[config.mk]
export PLATFORM = sky130hd
export DESIGN_NAME = key_event_arbiter
export DESIGN_NICKNAME = d
export VERILOG_FILES = /design/src/rtl/bnw_pkg.sv /design/src/rtl/rr_picker.sv /design/src/rtl/key_event_arbiter.sv
export SDC_FILE = /design/constraint.sdc
export NUM_CORES = 1
export LEC_CHECK = 0
export ABC_AREA = 1
export CORE_MARGIN = 5
export CORE_UTILIZATION = 42
export CTS_CLUSTER_DIAMETER = 120
export CTS_CLUSTER_SIZE = 24
export DETAILED_ROUTE_END_ITERATION = 7
export MAX_ROUTING_LAYER = met4
export SLEW_MARGIN = 20
export SYNTH_ARGS = -nofsm -noshare
export SYNTH_HDL_FRONTEND = slang
export SYNTH_SLANG_ARGS = --single-unit
[constraint.sdc]
create_clock -name clk -period 10.1 [get_ports clk]
set_input_delay 1.515 -clock clk [delete_from_list [all_inputs] [get_ports clk]]
set_output_delay 1.515 -clock clk [all_outputs]
set_load 0.005 [all_outputs]
[src/rtl/bnw_pkg.sv]
// Shared constants and event type for the piano-key front end.
package bnw_pkg;

    localparam int NUM_KEYS = 8;
    localparam int IDX_W    = $clog2(NUM_KEYS);

    typedef struct packed {
        logic [IDX_W-1:0] idx;
        logic             press;
    } key_evt_t;

endpackage

[src/rtl/rr_picker.sv]
// Combinational round-robin find-first: scans req starting at 'start', wrapping to 0.
module rr_picker #(
    parameter int NUM_KEYS = 8,
    parameter int IDX_W    = 3
) (
    input  logic [NUM_KEYS-1:0] req,
    input  logic [IDX_W-1:0]    start,
    output logic                found,
    output logic [IDX_W-1:0]    idx
);

    int               j;
    logic [IDX_W-1:0] jj;

    always_comb begin
        found = 1'b0;
        idx   = '0;
        j     = 0;
        jj    = '0;
        for (int off = 0; off < NUM_KEYS; off++) begin
            j = int'(start) + off;
            if (j >= NUM_KEYS) j = j - NUM_KEYS;
            jj = j[IDX_W-1:0];
            if (!found && req[jj]) begin
                found = 1'b1;
                idx   = jj;
            end
        end
    end

endmodule

[src/rtl/key_event_arbiter.sv]
// Converts debounced key levels into a round-robin serialised press/release event
// stream with a 1-entry output slot, and tracks the most recently pressed key.
module key_event_arbiter #(
    parameter int NUM_KEYS = bnw_pkg::NUM_KEYS,
    parameter int IDX_W    = bnw_pkg::IDX_W,
    parameter int DROP_W   = 8
) (
    input  logic                clk,
    input  logic                rst,
    input  logic [NUM_KEYS-1:0] key_db,
    input  logic                evt_ready,
    output logic                evt_valid,
    output logic [IDX_W-1:0]    evt_key,
    output logic                evt_press,
    output logic                active_valid,
    output logic [IDX_W-1:0]    active_key,
    output logic [DROP_W-1:0]   drop_cnt
);

    import bnw_pkg::*;

    // Several keys can overflow in the same cycle, so add one per set mask bit.
    function automatic logic [DROP_W-1:0] sat_add(input logic [DROP_W-1:0] a,
                                                  input logic [NUM_KEYS-1:0] inc_mask);
        logic [DROP_W-1:0] acc;
        acc = a;
        for (int i = 0; i < NUM_KEYS; i++) begin
            if (inc_mask[i] && (acc != {DROP_W{1'b1}})) acc = acc + DROP_W'(1);
        end
        return acc;
    endfunction

    logic [NUM_KEYS-1:0] key_q, pend_press, pend_rel;
    logic [NUM_KEYS-1:0] rise, fall, eligible;
    logic [NUM_KEYS-1:0] sel, clr_press, clr_rel, drop_mask;
    logic [IDX_W-1:0]    rr_ptr, pick_idx;
    logic                pick_found, load, issue_press;
    key_evt_t            slot_q;

    // Edge detect and pending-set bookkeeping
    assign rise     = key_db & ~key_q;
    assign fall     = ~key_db & key_q;
    assign eligible = pend_press | pend_rel;

    rr_picker #(
        .NUM_KEYS (NUM_KEYS),
        .IDX_W    (IDX_W)
    ) u_picker (
        .req   (eligible),
        .start (rr_ptr),
        .found (pick_found),
        .idx   (pick_idx)
    );

    assign load        = pick_found && (!evt_valid || evt_ready);
    assign issue_press = pend_press[pick_idx];
    assign sel         = load ? (NUM_KEYS'(1) << pick_idx) : '0;
    assign clr_press   = sel & {NUM_KEYS{issue_press}};
    assign clr_rel     = sel & {NUM_KEYS{~issue_press}};
    assign drop_mask   = (rise & pend_press & ~clr_press) | (fall & pend_rel & ~clr_rel);

    assign evt_key   = slot_q.idx;
    assign evt_press = slot_q.press;

    // Registered state: pending bits, output slot, active note
    always_ff @(posedge clk) begin
        if (rst) begin
            key_q        <= '0;
            pend_press   <= '0;
            pend_rel     <= '0;
            rr_ptr       <= '0;
            drop_cnt     <= '0;
            evt_valid    <= 1'b0;
            slot_q       <= '0;
            active_valid <= 1'b0;
            active_key   <= '0;
        end else begin
            key_q      <= key_db;
            pend_press <= (pend_press & ~clr_press) | rise;
            pend_rel   <= (pend_rel & ~clr_rel) | fall;
            drop_cnt   <= sat_add(drop_cnt, drop_mask);

            if (load) begin
                evt_valid    <= 1'b1;
                slot_q.idx   <= pick_idx;
                slot_q.press <= issue_press;
                rr_ptr       <= (pick_idx == IDX_W'(NUM_KEYS - 1)) ? '0 : pick_idx + IDX_W'(1);
            end else if (evt_ready) begin
                evt_valid <= 1'b0;
            end

            if (evt_valid && evt_ready) begin
                if (slot_q.press) begin
                    active_valid <= 1'b1;
                    active_key   <= slot_q.idx;
                end else if (active_valid && (slot_q.idx == active_key)) begin
                    active_valid <= 1'b0;
                end
            end
        end
    end

endmodule

# Word level (Yosys, flattened, before mapping)
# Index checks and enable logic that the tools add are counted.
[op_classes] eq_ne=10 reduce_logical=31 n_shift=1 order_cmp=17 bitwise_logic=19 add_sub_neg=24 mux=63
[ops] cell="$mux W8" count=16
[ops] cell="$and A8 B8 Y8" count=10
[ops] cell="$add A8 B1 Y8 const B" count=8
[ops] cell="$ne A8 B8 Y1 const B" count=8
[ops] cell="$mux W3" count=17
[ops] cell="$lt A3 B4 Y1 const B" count=9
[ops] cell="$not A8 Y8" count=4
[ops] cell="$or A8 B8 Y8" count=4
[ops] cell="$ge A4 B4 Y1 const B" count=7
[ops] cell="$bmux W1 S3" count=9
[ops] cell="$sub A3 B1 Y3 const B" count=8
[ops] cell="$mux W1" count=21
[ops] cell="$logic_and A1 B1 Y1" count=18
[ops] cell="$add A3 B3 Y4 const B" count=4
[ops] cell="$add A3 B2 Y4 const B" count=2
[ops] cell="$logic_not A1 Y1" count=8
[ops] cell="$shl A1 B3 Y8 const A" count=1
[ops] cell="$add A3 B1 Y4 const B" count=1
[ops] cell="$ge A3 B4 Y1 const B" count=1
[ops] cell="$reduce_and A2 Y1" count=2
[ops] cell="$reduce_bool A2 Y1" count=2
[ops] cell="$add A3 B1 Y3 const B" count=1
[ops] cell="$eq A3 B3 Y1" count=1
[ops] cell="$eq A3 B3 Y1 const B" count=1
[ops] cell="other kinds (2)" count=2
[totals] input_bits=11 out_inout_bits=17 register_bits=44

# Longest topological paths before layout
[depth] depth_word=63 mapped_depth=78 depth_no_buf=75

# Cells and area by module
# Synthesis repeated with hierarchy kept, for this count alone.
[hier_totals] cells_unflattened=890 hier_area_um2=5302.6
[by_module_without_submodules] module="key_event_arbiter" area_per_inst_um2=4555.6 n_inst=1 cells_each=754
[by_module_without_submodules] module="rr_picker" area_per_inst_um2=747.0 n_inst=1 cells_each=136

# Least setup slack after synthesis
# Ideal clock, no wire load.
[synth_timing] kind="register -> register" from="reg rr_ptr[0]" to="reg drop_cnt[6]" t_arrival_ns=8.582 period_less_slack_ns=8.699 path_stages_with_launch=73 n_path_buf=4 setup_ns=0.117 path_slack_ns=1.401 cell_sequence="dfxtp_1 -> buf_6 -> inv_6 -> buf_12 -> ha_1 -> inv_1 -> nand3_1 -> nand3_1 -> nand2_2 -> nand3_2 -> nor2_2 -> nand3b_1 -> nor2_2 -> nand3_2 -> nand2_4 -> inv_1 -> ha_1 -> inv_1 -> [37 not listed] -> nand3_1 -> nor2_4 -> nand3_4 -> nand2_4 -> nand2_1 -> nand2_1 -> ha_1 -> nand3_1 -> nor2_2 -> nand3_4 -> nand2_4 -> nand2_1 -> nand2_1 -> nand2_4 -> nor2_8 -> nand3_2 -> nor3_1 -> nor2_1"
[synth_via] elab_chain_len=63 word_cells_on_any_way=127 cone_classes="add/sub (22); order compare (8); eq/ne (7); shift (1); mux (58); bitwise (8); reduce/logical (23)"
[synth_lines] item="from (decl)" line="key_event_arbiter.sv:36" source="logic [IDX_W-1:0] rr_ptr, pick_idx;"
[synth_lines] item="from (signal assigned)" line="key_event_arbiter.sv:87" source="rr_ptr <= (pick_idx == IDX_W'(NUM_KEYS - 1)) ? '0 : pick_idx + IDX_W'(1);"
[synth_lines] item="branches (longest 25 deep; another with $add A3 B1 Y4)"
[synth_lines] item="$mux W3 (*)" line="rr_picker.sv:24" source="if (!found && req[jj]) begin"
[synth_lines] item="named net pick_idx[0]" line="key_event_arbiter.sv:36"
[synth_lines] item="$bmux W1 S3" line="key_event_arbiter.sv:56" source="assign issue_press = pend_press[pick_idx];"
[synth_lines] item="$mux W1 (implied by the code)" line="key_event_arbiter.sv:56"
[synth_lines] item="$not A1 Y1" line="key_event_arbiter.sv:59" source="assign clr_rel = sel & {NUM_KEYS{~issue_press}};"
[synth_lines] item="$and A8 B8 Y8" line="key_event_arbiter.sv:59"
[synth_lines] item="$not A8 Y8" line="key_event_arbiter.sv:60" source="assign drop_mask = (rise & pend_press & ~clr_press) | (fall & pend_rel & ~clr_rel);"
[synth_lines] item="$and A8 B8 Y8" line="key_event_arbiter.sv:60"
[synth_lines] item="$or A8 B8 Y8 (*)" line="key_event_arbiter.sv:60"
[synth_lines] item="branches (longest 29 deep; another with $add A8 B1 Y8)"
[synth_lines] item="$mux W8 (*)" line="key_event_arbiter.sv:28" source="if (inc_mask[i] && (acc != {DROP_W{1'b1}})) acc = acc + DROP_W'(1);"
[synth_lines] item="to (signal assigned)" line="key_event_arbiter.sv:81" source="drop_cnt <= sat_add(drop_cnt, drop_mask);"
[synth_lines] item="to (decl)" line="key_event_arbiter.sv:17" source="output logic [DROP_W-1:0] drop_cnt"
# Mark *: on every way through the listed nets, which the timed path passes. The select of a mux whose other input is x is not followed.
# A chain may end at the register's enable or synchronous reset.

# Worst setup path in the final report
[layout_timing] from="reg rr_ptr[1]" to="reg drop_cnt[7]"
[layout_via] elab_chain_len=63 word_cells_on_any_way=127 cone_classes="add/sub (22); order compare (8); eq/ne (7); shift (1); mux (58); bitwise (8); reduce/logical (23)"
[layout_lines] item="branches (longest 32 deep; another with $add A3 B1 Y4)"
[layout_lines] item="$or A8 B8 Y8 (*)" line="key_event_arbiter.sv:60"
[layout_lines] item="branches (longest 29 deep; another with $add A8 B1 Y8)"
[layout_lines] item="$mux W8 (*)" line="key_event_arbiter.sv:28"
# Mark *: on every way between the ends. The select of a mux whose other input is x is not followed.

==> run_results.csv <==
group,metric,value,unit
cells_and_area,final_util,49.56,%
logic_synthesis,synthFlopType,"dfxtp_1",
cells_and_area,area_delta_synth_final,14.49,%
critical_path,worst_setup_path_end_kind,"register",
timing,tns,0,ns
die,die_w,121.7,µm
logic_synthesis,synth_async_sr_flop_share,0,%
critical_path,path_delay_family,"simple AND/OR/NAND/NOR gates",
cts,cts-root-buf,"clkbuf_16",
power,combPwrFrac,79.8,%
critical_path,crit_top_cell,"nand2_1",
cells_and_area,drive_above_1_share,22.17,%
hold_path,hold_end,"active_valid",
critical_path,worstPathRequired,10.27,ns
timing,relSlewSlack,35.41,%
logic_synthesis,syn_area_per_cell,6.103,µm²
die,ios,28,
die,dieArea,0.01482,mm²
critical_path,reg2reg_from,"rr_ptr[1]",
timing,timing.fmax,107.9,MHz
placed_design,gp_congestion,0.9790,
logic_synthesis,syn-num-nets,883,
power,power_density,365.2,mW/mm²
hold_path,hold_path_class,"register to register",
timing,drv_slew,0,
timing,hold_viol,0,
logic_synthesis,syn_inst,859,
logic_synthesis,yosys-top-cells-area,"nand2_1 17%, dfxtp_1 17%, nand3_1 9.5%",
logic_synthesis,yosysWarnings,0,
cts,clock_sinks,44,
logic_synthesis,synth_largest_area_cell,"nand2_1",
cells_and_area,fin_nets,916,
cells_and_area,mostFrequentLayoutCells,"238 x nand2_1, 98 x nand3_1, 88 x inv_1",
hold_path,hold_depth,2,
flow_run,maxCapViolations,0,
cts,hold_buffers,0,
global_routing,grt_pass1_vias,4653,
global_routing,grt_max_degree,37,
global_routing,antenna_found_initial,0,
critical_path,cp_slowest_cell,"dfxtp_1",
routing,wl_per_cell,12.35,µm
die,core,0.01211,mm²
timing,finClkSkew,0.008207,ns
placed_design,place_hpwl,10470,µm
routing,routed_wl,13100,µm
hold_path,hp-start,"active_valid",
global_routing,grt_pass1_wl,21820,µm
timing,worstMarginPinSlew,0.9688,ns
critical_path,worstReg2RegEnd,"drop_cnt[7]",
critical_path,start_kind,"register",
power,switching_power,1310,µW
logic_synthesis,synth_area,0.005243,mm²
timing,setup_viol,0,
power,p_leak,0.002710,µW
routing,dr_total_vias,5305,
critical_path,reg2reg_depth,70,
critical_path,crit_fanout,13,
routing,drtIter0Drc,319,
cts,clock_latency,0.29,ns
critical_path,cp.arrival,9.44,ns
cells_and_area,antenna_cells,0,
cts,cts_buffer_depth,2,
logic_synthesis,synthDistinctLibCells,46,
critical_path,cp_num_buf_inv,5,
power,p_sw_share,59.76,%
power,p_clk_share,8.8,%
logic_synthesis,ys_seq_area_share,16.80,%
logic_synthesis,synth_seq_cells,44,
routing,final_antenna_net_count,0,
power,peakVddDrop,0.1449,mV
routing,via_per_inst,5.000,
critical_path,r2r_slack,0.83,ns
cells_and_area,final_common_cell,"nand2_1",
critical_path,cp_slowest_stage_delay,0.34,ns
cells_and_area,fill_cells,1307,
die,initial_core_util,43.29,%
timing,post-route-period-util,91.73,%
logic_synthesis,synth_top_area_share,17.47,%
cts,cts_inserted_buffers,5,
power,power.internal,882.2,µW
cts,cts_tree,"yes",
cts,clk_pin_slew,0.07,ns
timing,period_needed,9.265,ns
critical_path,crit_type,"register to register",
die,fp-row-count,40,
logic_synthesis,synth_edf_count,0,
placed_design,io_buffers,27,
routing,drcViolationCount,0,
routing,firstDrtPassIters,5,
cts,htreeDepth,2,
power,power_frac_seq,11.4,%
global_routing,grt_usage,18.22,%
run_status,outcome,"complete, no violations",
global_routing,grt_overflow,0,
die,die_h,121.7,µm
[metrics by stage]
step	std cells	power [µW]	hold slack (ns)	area, µm²	setup WS, ns
after floorplan	859	1566	0.4525	5243	1.401
after global placement	1044	1943	0.4577	5633	0.2830
after detailed placement	1044	1919	0.4610	5633	0.1619
after CTS	1052	2122	0.4702	5804	0.1577
after global routing	1061	2434	0.5006	6002	-0.08574
final	1061	2192	0.4627	6002	0.8349
[routing by layer]
layer	global-route usage, %	vias to the layer above	share of wire (%)
met5	-	-	0
met4	4.342	0	1.2
met3	1.671	13	3.0
met2	27.46	87	44
met1	26.30	2351	52
li1	-	2854	-
[cell usage after synthesis, types with 2 or more instances]
cell type,number
a21oi_1,33
a31oi_1,3
buf_2,3
buf_4,2
buf_6,4
clkbuf_1,2
dfxtp_1,44
ha_1,13
inv_1,88
inv_2,12
nand2_1,244
nand2_2,56
nand2_4,14
nand3_1,99
nand3_2,23
nand3_4,5
nand3b_1,12
nand4_1,25
nor2_1,75
nor2_2,17
nor2_4,15
nor3_1,7
o21ai_0,12
o21ai_1,2
o22ai_1,6
o31ai_1,7
or2_2,7
xnor2_1,2
xor2_1,10
[worst min-delay path: stages, from the launching register on]
cell     delay (ns)
dfxtp_1        0.31
o41ai_1        0.05
a21oi_1        0.05
[worst max-delay path by stage]
stage / start / to / slack (ns) / depth (start not counted)
after floorplan: rr_ptr[0] / drop_cnt[6] / 1.40 / 72
after global placement: rr_ptr[0] / drop_cnt[7] / 0.28 / 69
after detailed placement: rr_ptr[0] / drop_cnt[7] / 0.16 / 69
after CTS: rr_ptr[0] / drop_cnt[7] / 0.16 / 69
after global routing: rr_ptr[1] / drop_cnt[7] / -0.09 / 71
final: rr_ptr[1] / drop_cnt[7] / 0.83 / 70
[registers in the layout (all words and copies together) (netlist names)]
name / count
drop_cnt: 8
key_q: 8
pend_press: 8
pend_rel: 8
active_key: 3
evt_key: 3
rr_ptr: 3
active_valid: 1
evt_press: 1
evt_valid: 1
[logic make-up after synthesis]
group                      count (synthesis)  share of synthesized area [%]
AOI/OAI and AO/OA                         68                          7.423
xor gates and xnor gates                  13                          2.315
DFF                                       44                          16.80
and+or+nand+nor                          604                          60.55
buffers and inverters                    117                          9.809
adders and majority gates                 13                          3.103
[layout make-up]
type	instances	area, µm²	share of cell area, %
Sequential cell	44	882.1	14.70
Multi-Input combinational cell	698	3976	66.25
Clock inverter	3	46.29	0.7713
Clock buffer	5	125.1	2.085
Tap cell	168	210.2	3.502
Timing Repair Buffer	40	367.9	6.129
Inverter	103	394.1	6.567
[power by group through the flow]
stage / clock network, µW / logic, µW / registers, µW
after floorplan: 0 / 1320 / 243
after global placement: 0 / 1690 / 255
after detailed placement: 0 / 1660 / 255
after CTS: 197 / 1670 / 251
after global routing: 206 / 1970 / 258
final: 192 / 1750 / 251
[timing repair]
item                       in CTS  in global routing
setup buffers                   0                  9
resized for setup               0                 30
setup endpoints to repair       0                  8
Power figures use the tool's default switching activity.
